`config.mk`:
```
export PLATFORM = sky130hd
export DESIGN_NAME = pkt_checksum_append
export DESIGN_NICKNAME = d
export VERILOG_FILES = /design/src/rtl/pkt_checksum_append.sv
export SDC_FILE = /design/constraint.sdc
export NUM_CORES = 1
export LEC_CHECK = 0
export CAP_MARGIN = 25
export CORE_MARGIN = 1.5
export CORE_UTILIZATION = 50
export CTS_CLUSTER_DIAMETER = 60
export DETAILED_ROUTE_END_ITERATION = 6
export PLACE_DENSITY_LB_ADDON = 0.25
export SETUP_SLACK_MARGIN = 0.02
export SYNTH_ARGS = -nofsm -noshare
export SYNTH_HDL_FRONTEND = slang
export SYNTH_SLANG_ARGS = --single-unit
```
`constraint.sdc`:
```
create_clock -name clk -period 3 [get_ports clk]
set_input_delay 0.3 -clock clk [delete_from_list [all_inputs] [get_ports clk]]
set_output_delay 0.3 -clock clk [all_outputs]
set_load 0.005 [all_outputs]
```
`src/rtl/pkt_checksum_append.sv`:
```
// Stream pass-through that appends a two's-complement checksum beat to every packet,
// so the output bytes of each packet sum to zero. It also checks packet length and counts delivered packets.
module pkt_checksum_append #(
    parameter int DATA_WIDTH = 8,
    parameter int CNT_WIDTH  = 16
) (
    input  logic                  clk,
    input  logic                  rst,
    input  logic [DATA_WIDTH-1:0] s_axis_tdata,
    input  logic                  s_axis_tvalid,
    input  logic                  s_axis_tlast,
    output logic                  s_axis_tready,
    input  logic [7:0]            exp_len,
    output logic [DATA_WIDTH-1:0] m_axis_tdata,
    output logic                  m_axis_tvalid,
    output logic                  m_axis_tlast,
    input  logic                  m_axis_tready,
    output logic                  len_err,
    output logic [CNT_WIDTH-1:0]  pkt_count
);

    typedef enum logic {
        PASS   = 1'b0,
        APPEND = 1'b1
    } state_t;

    localparam logic [CNT_WIDTH-1:0] CNT_ONE = {{(CNT_WIDTH-1){1'b0}}, 1'b1};

    state_t                state_q, state_d;
    logic [DATA_WIDTH-1:0] tdata_q, tdata_d;
    logic                  tvalid_q, tvalid_d;
    logic                  tlast_q, tlast_d;
    logic [DATA_WIDTH-1:0] sum_q, sum_d;
    logic [DATA_WIDTH-1:0] chk_q, chk_d;
    logic [7:0]            beat_cnt_q, beat_cnt_d;
    logic [7:0]            exp_len_q, exp_len_d;
    logic                  len_err_q, len_err_d;
    logic [CNT_WIDTH-1:0]  pkt_count_q, pkt_count_d;

    logic                  out_free;
    logic                  in_fire;
    logic                  out_fire;
    logic [7:0]            beat_cnt_inc;
    logic [7:0]            exp_len_cur;
    logic [DATA_WIDTH-1:0] sum_next;

    assign out_free      = !tvalid_q || m_axis_tready;
    assign s_axis_tready = (state_q == PASS) && out_free && !rst;
    assign in_fire       = s_axis_tvalid && s_axis_tready;
    assign out_fire      = tvalid_q && m_axis_tready;
    assign beat_cnt_inc  = (beat_cnt_q == 8'hFF) ? 8'hFF : beat_cnt_q + 8'd1;
    // A zero beat count marks the first beat, so exp_len is taken live only then.
    assign exp_len_cur   = (beat_cnt_q == 8'd0) ? exp_len : exp_len_q;
    assign sum_next      = sum_q + s_axis_tdata;

    always_comb begin
        state_d     = state_q;
        tdata_d     = tdata_q;
        tvalid_d    = tvalid_q;
        tlast_d     = tlast_q;
        sum_d       = sum_q;
        chk_d       = chk_q;
        beat_cnt_d  = beat_cnt_q;
        exp_len_d   = exp_len_q;
        len_err_d   = 1'b0;
        pkt_count_d = pkt_count_q;

        if (out_fire && tlast_q) begin
            pkt_count_d = pkt_count_q + CNT_ONE;
        end

        case (state_q)
            PASS: begin
                if (in_fire) begin
                    tdata_d    = s_axis_tdata;
                    tvalid_d   = 1'b1;
                    tlast_d    = 1'b0;
                    sum_d      = sum_next;
                    beat_cnt_d = beat_cnt_inc;
                    exp_len_d  = exp_len_cur;
                    if (s_axis_tlast) begin
                        chk_d     = '0 - sum_next;
                        len_err_d = (exp_len_cur != 8'd0) && (beat_cnt_inc != exp_len_cur);
                        state_d   = APPEND;
                    end
                end else if (out_free) begin
                    tvalid_d = 1'b0;
                    tlast_d  = 1'b0;
                end
            end
            APPEND: begin
                if (out_free) begin
                    tdata_d    = chk_q;
                    tvalid_d   = 1'b1;
                    tlast_d    = 1'b1;
                    sum_d      = '0;
                    beat_cnt_d = 8'd0;
                    state_d    = PASS;
                end
            end
            default: state_d = PASS;
        endcase
    end

    always_ff @(posedge clk) begin
        if (rst) begin
            state_q     <= PASS;
            tdata_q     <= '0;
            tvalid_q    <= 1'b0;
            tlast_q     <= 1'b0;
            sum_q       <= '0;
            chk_q       <= '0;
            beat_cnt_q  <= 8'd0;
            exp_len_q   <= 8'd0;
            len_err_q   <= 1'b0;
            pkt_count_q <= '0;
        end else begin
            state_q     <= state_d;
            tdata_q     <= tdata_d;
            tvalid_q    <= tvalid_d;
            tlast_q     <= tlast_d;
            sum_q       <= sum_d;
            chk_q       <= chk_d;
            beat_cnt_q  <= beat_cnt_d;
            exp_len_q   <= exp_len_d;
            len_err_q   <= len_err_d;
            pkt_count_q <= pkt_count_d;
        end
    end

    assign m_axis_tdata  = tdata_q;
    assign m_axis_tvalid = tvalid_q;
    assign m_axis_tlast  = tlast_q;
    assign len_err       = len_err_q;
    assign pkt_count     = pkt_count_q;

endmodule

```
==> results.md <==
Clocking:
- The count of H-tree levels built during CTS is 3.
- The cts-stage hold buffer count is 0.
- For this design, the sink count on the clock tree is 60.
- The later-pin clock latency in the skew report is 0.35 ns.
- After clock tree synthesis, the setup repair step added 0 buffers.
- The clock passes through at most 2 buffers.
- The number of clock buffers inserted by TritonCTS is 9.
- The number of gates resized after CTS was 0.
- TritonCTS built the clock tree.
- After clock tree synthesis, the clock-pin slew on the worst setup and hold paths is 0.06 ns.
- In this run the clock root is driven by a sky130_fd_sc_hd__clkbuf_8.

Detailed routing:
- After detailed routing, the average wire length per cell comes to 14.6 µm.
- The routed layout has 3,096 vias.
- The initial detailed-routing violation count is 195.
- The detailed-route DRC error count is 3.
- In the routed layout, each cell is associated on average with a via count of 5.68.
- The detail route stage leaves a number of antenna-violating nets equal to 0.
- The iteration count of the initial detailed-routing pass is 7.
- The routed design has 7.96 mm of wire.

Yosys:
- The share of synthesized flip-flops with an asynchronous set or reset is 0%.
- The number of distinct standard cells referenced by the synthesized netlist is 50.
- The top-area cell type share of the netlist area is 35.7%.
- The per-instance average area after synthesis is 8.08 µm².
- During synthesis, Yosys emitted a total of 0 warnings.
- After synthesis, the cell types taking the most area are sky130_fd_sc_hd__dfxtp_1, sky130_fd_sc_hd__nand2_1, sky130_fd_sc_hd__mux2i_1.
- The net count of the mapped netlist is 449.
- The predominant post-synthesis flop cell is sky130_fd_sc_hd__dfxtp_1.
- The post-synthesis sequential area ratio is 35.7%.
- The cell accounting for the most synthesized area is sky130_fd_sc_hd__dfxtp_1.
- The register bit total from synthesis is 60.
- The synthesized design contains 0 enable-type register cells.
- In the synthesized netlist, the number of instances is 416.
- The total standard cell area after synthesis is 3360 µm².

Power:
- The leakage power is 1.52 nW.
- The worst-case IR drop observed on VDD is 0.000312 V.
- The power density over the cells is 463 nW/µm².
- Summed over all nets, the switching power comes to 0.511 mW.
- The fraction of power consumed by the clock network is 37.8%.
- The switching power share of the total is 27.0%.
- The sequential cell fraction of total power is 45.3%.
- In this run, the combinational gates consume 16.9% of the power.
- The internal power consumption is 1.38 mW.

Worst setup path:
- The most critical setup path has its startpoint at s_axis_tdata[0].
- In this run the worst setup path terminates at chk_q[7].
- The largest individual stage delay along the critical path comes from the cell sky130_fd_sc_hd__o311ai_0.
- The kind of start point of the critical path is a primary input.
- Data on the critical path is required at its endpoint by 3.27 ns.
- The critical path start-end classification is in2reg.
- The category of the worst setup path capture point is a register.
- The startpoint identified for the worst register-to-register timing path is beat_cnt_q[0].
- The worst setup slack for register-to-register paths is 0.59 ns.
- The end of the worst register-to-register path is len_err.
- The arrival time at the worst endpoint is 2.74 ns.
- On the worst path, the slowest cell contributes a delay of 0.54 ns.
- The critical path goes through clkdlybuf4s50_1, ha_1, fa_1, a21oi_1, o21a_1, o311ai_0, nor3_1, or2_2, a31oi_1.
- The worst register-to-register path has a depth of 8.
- Of all nets on the critical path, the largest fanout is 4.

Global routing:
- Global routing used 22.8% of the available tracks across all layers.
- The total global routing overflow is 0.
- The first global-routing pass estimated 13.3 mm of wire.
- The number of global-route vias before repair is 2,905.
- Entering global routing, the biggest net connects 51 pins.
- The number of antenna violations at the first check in global routing is 0.

Floorplan:
- The floorplan step defined a core boundary enclosing 6420 µm².
- After floorplanning, the core was divided into 29 placement rows.
- The number of top-level pins is 49.
- The floorplan die area is 7220 µm².
- The chip width is 85.0 µm.
- The die extent in y is 85.0 µm.
- The effective utilization at floorplan is 52.3%.

Timing:
- The final-layout worst hold slack is 0.457 ns.
- The maximum operating frequency is 404 MHz.
- Summed over all failing endpoints, the final setup total negative slack is 0 ns.
- The number of setup violations in the final report is 0.
- The max-slew violation count is 0.
- Setup repair after global routing left no endpoint under its margin.
- The worst-margin pin slew is 0.719 ns.
- The count of endpoints failing hold in the final timing report is 0.
- The clock arrives with 0.0120 ns of skew.
- The minimum clock period after layout is 2.47 ns.
- After layout, the worst path uses 82.4% of the clock period.
- The worst slew margin relative to its limit is 51.9%.

Run status:
- The final reports fail on design-rule violations.
- The flow ran to the end, but the final reports show violations.

Layout:
- The share of layout cells above drive strength 1 is 6.62%.
- The number of antenna diodes in the final layout is 0.
- The filler cells instantiated in the layout total 568.
- Relative to the synthesized area, the layout overhead comes to 21.5%.
- In the final layout, the multi-input gates occupy 1990 µm².
- The number of nets in the finished design is 497.
- Across the whole layout, storage elements account for 1200 µm².

Placement:
- The post-DP HPWL is 5.74 mm.
- The count of buffers added on input and output ports is 48.
- The placer's final routability congestion estimate is 0.877.

Min path:
- The min-delay analysis places its worst path in the category reg2reg.

Job:
- The max-capacitance violation count is 0.
## logic make-up after synthesis
| kind of cell | share of synthesized area, % |
|---|---|
| compound gates | 16.5 |
| mux | 5.06 |
| flops | 35.7 |
| simple gates | 24.9 |
| fa+ha+maj | 4.69 |
| xor+xnor | 8.08 |
| buf+inv | 5.10 |
## layer usage
layer | up-vias | part of all wire, % | track usage (%)
li1 | 1571 | - | -
met4 | 0 | 1.4 | 7.90
met3 | 13 | 4.9 | 5.84
met5 | - | 0 | 0
met1 | 1423 | 46 | 30.0
met2 | 89 | 47 | 36.6
## cell usage after synthesis, types with 2 or more instances
cell	count
sky130_fd_sc_hd__dfxtp_1	60
sky130_fd_sc_hd__nand2_1	56
sky130_fd_sc_hd__nor2_1	43
sky130_fd_sc_hd__nand3_1	27
sky130_fd_sc_hd__a21oi_1	26
sky130_fd_sc_hd__o21ai_0	21
sky130_fd_sc_hd__mux2i_1	17
sky130_fd_sc_hd__xor2_1	17
sky130_fd_sc_hd__inv_1	16
sky130_fd_sc_hd__xnor2_1	14
sky130_fd_sc_hd__clkbuf_1	12
sky130_fd_sc_hd__ha_1	11
sky130_fd_sc_hd__nor3_1	11
sky130_fd_sc_hd__a211oi_1	10
sky130_fd_sc_hd__nand4_1	9
sky130_fd_sc_hd__nor4_1	5
sky130_fd_sc_hd__a211o_1	4
sky130_fd_sc_hd__a31oi_1	4
sky130_fd_sc_hd__and4_1	4
sky130_fd_sc_hd__and2_1	3
sky130_fd_sc_hd__buf_1	3
sky130_fd_sc_hd__buf_6	3
sky130_fd_sc_hd__nor2b_1	3
sky130_fd_sc_hd__nor3b_1	3
sky130_fd_sc_hd__o211ai_1	3
sky130_fd_sc_hd__o21a_1	3
sky130_fd_sc_hd__a311oi_1	2
sky130_fd_sc_hd__and3_1	2
sky130_fd_sc_hd__o221ai_1	2
sky130_fd_sc_hd__o311ai_0	2
## layout make-up
cell class                      instances  share of cell area [%]
Inverter                               16                    1.47
Sequential cell                        60                    29.4
Clock buffer                           10                    3.37
Clock inverter                          5                    1.29
Timing Repair Buffer                   57                    13.4
Multi-Input combinational cell        320                    48.7
Tap cell                               77                    2.36
## worst min-delay path by stage
stage	start	to	slack, ns	cells after the start
finish	chk_q[0]	chk_q[0]	0.46	2
global route	chk_q[4]	chk_q[4]	0.48	2
CTS	chk_q[0]	chk_q[0]	0.46	2
detailed placement	chk_q[0]	chk_q[0]	0.45	2
global placement	chk_q[0]	chk_q[0]	0.44	2
floorplan	exp_len[0]	exp_len_q[0]	0.41	2
## metrics by stage
stage                     worst slack [ns]  util (%)  std cells  total power, mW  area, µm²
after floorplan                      0.820         -        416             1.08       3360
after global placement               0.209      60.6        530             1.19       3890
after detailed placement             0.145      60.6        530             1.19       3890
after CTS                            0.522      63.6        545             1.90       4080
after global routing                 0.233      63.6        545             1.98       4080
final                                0.527      63.6        545             1.89       4080
## worst max-delay path, delay by kind of cell
kind,cells,cell delay (ns)
buffers and inverters,1,0.49
adders and majority gates,2,0.48
AOI/OAI and AO/OA,4,1.01
and+or+nand+nor,2,0.46
## cells in the final DEF (no fill, tap or decap), types with 2 or more instances in the layout
cell and instances:
sky130_fd_sc_hd__a211o_1 4, sky130_fd_sc_hd__a211oi_1 10, sky130_fd_sc_hd__a21oi_1 26, sky130_fd_sc_hd__a311oi_1 2
sky130_fd_sc_hd__a31oi_1 4, sky130_fd_sc_hd__and2_1 3, sky130_fd_sc_hd__and3_1 2, sky130_fd_sc_hd__and4_1 4
sky130_fd_sc_hd__buf_4 9, sky130_fd_sc_hd__clkbuf_8 10, sky130_fd_sc_hd__clkdlybuf4s50_1 48, sky130_fd_sc_hd__clkinv_2 3
sky130_fd_sc_hd__dfxtp_1 60, sky130_fd_sc_hd__ha_1 11, sky130_fd_sc_hd__inv_1 16, sky130_fd_sc_hd__mux2i_1 17
sky130_fd_sc_hd__nand2_1 56, sky130_fd_sc_hd__nand3_1 27, sky130_fd_sc_hd__nand4_1 9, sky130_fd_sc_hd__nor2_1 43
sky130_fd_sc_hd__nor2b_1 3, sky130_fd_sc_hd__nor3_1 11, sky130_fd_sc_hd__nor3b_1 3, sky130_fd_sc_hd__nor4_1 5
sky130_fd_sc_hd__o211ai_1 3, sky130_fd_sc_hd__o21a_1 3, sky130_fd_sc_hd__o21ai_0 21, sky130_fd_sc_hd__o221ai_1 2
sky130_fd_sc_hd__o311ai_0 2, sky130_fd_sc_hd__xnor2_1 14, sky130_fd_sc_hd__xor2_1 17
## power by group through the flow
stage / clock [mW] / sequential, mW / combinational (mW)
3_3_place_gp: 0 / 0.871 / 0.314
4_1_cts: 0.724 / 0.855 / 0.318
2_1_floorplan: 0 / 0.867 / 0.209
5_1_grt: 0.762 / 0.859 / 0.355
3_5_place_dp: 0 / 0.872 / 0.317
6_report: 0.715 / 0.855 / 0.319
## flip-flops by register name (all words and copies together) (netlist names)
register       count
m_axis_tvalid      1
exp_len_q          8
sum_q              8
len_err            1
beat_cnt_q         8
chk_q              8
m_axis_tlast       1
pkt_count         16
m_axis_tdata       8
state_q            1
No activity file was read; power rests on OpenSTA's default activity.
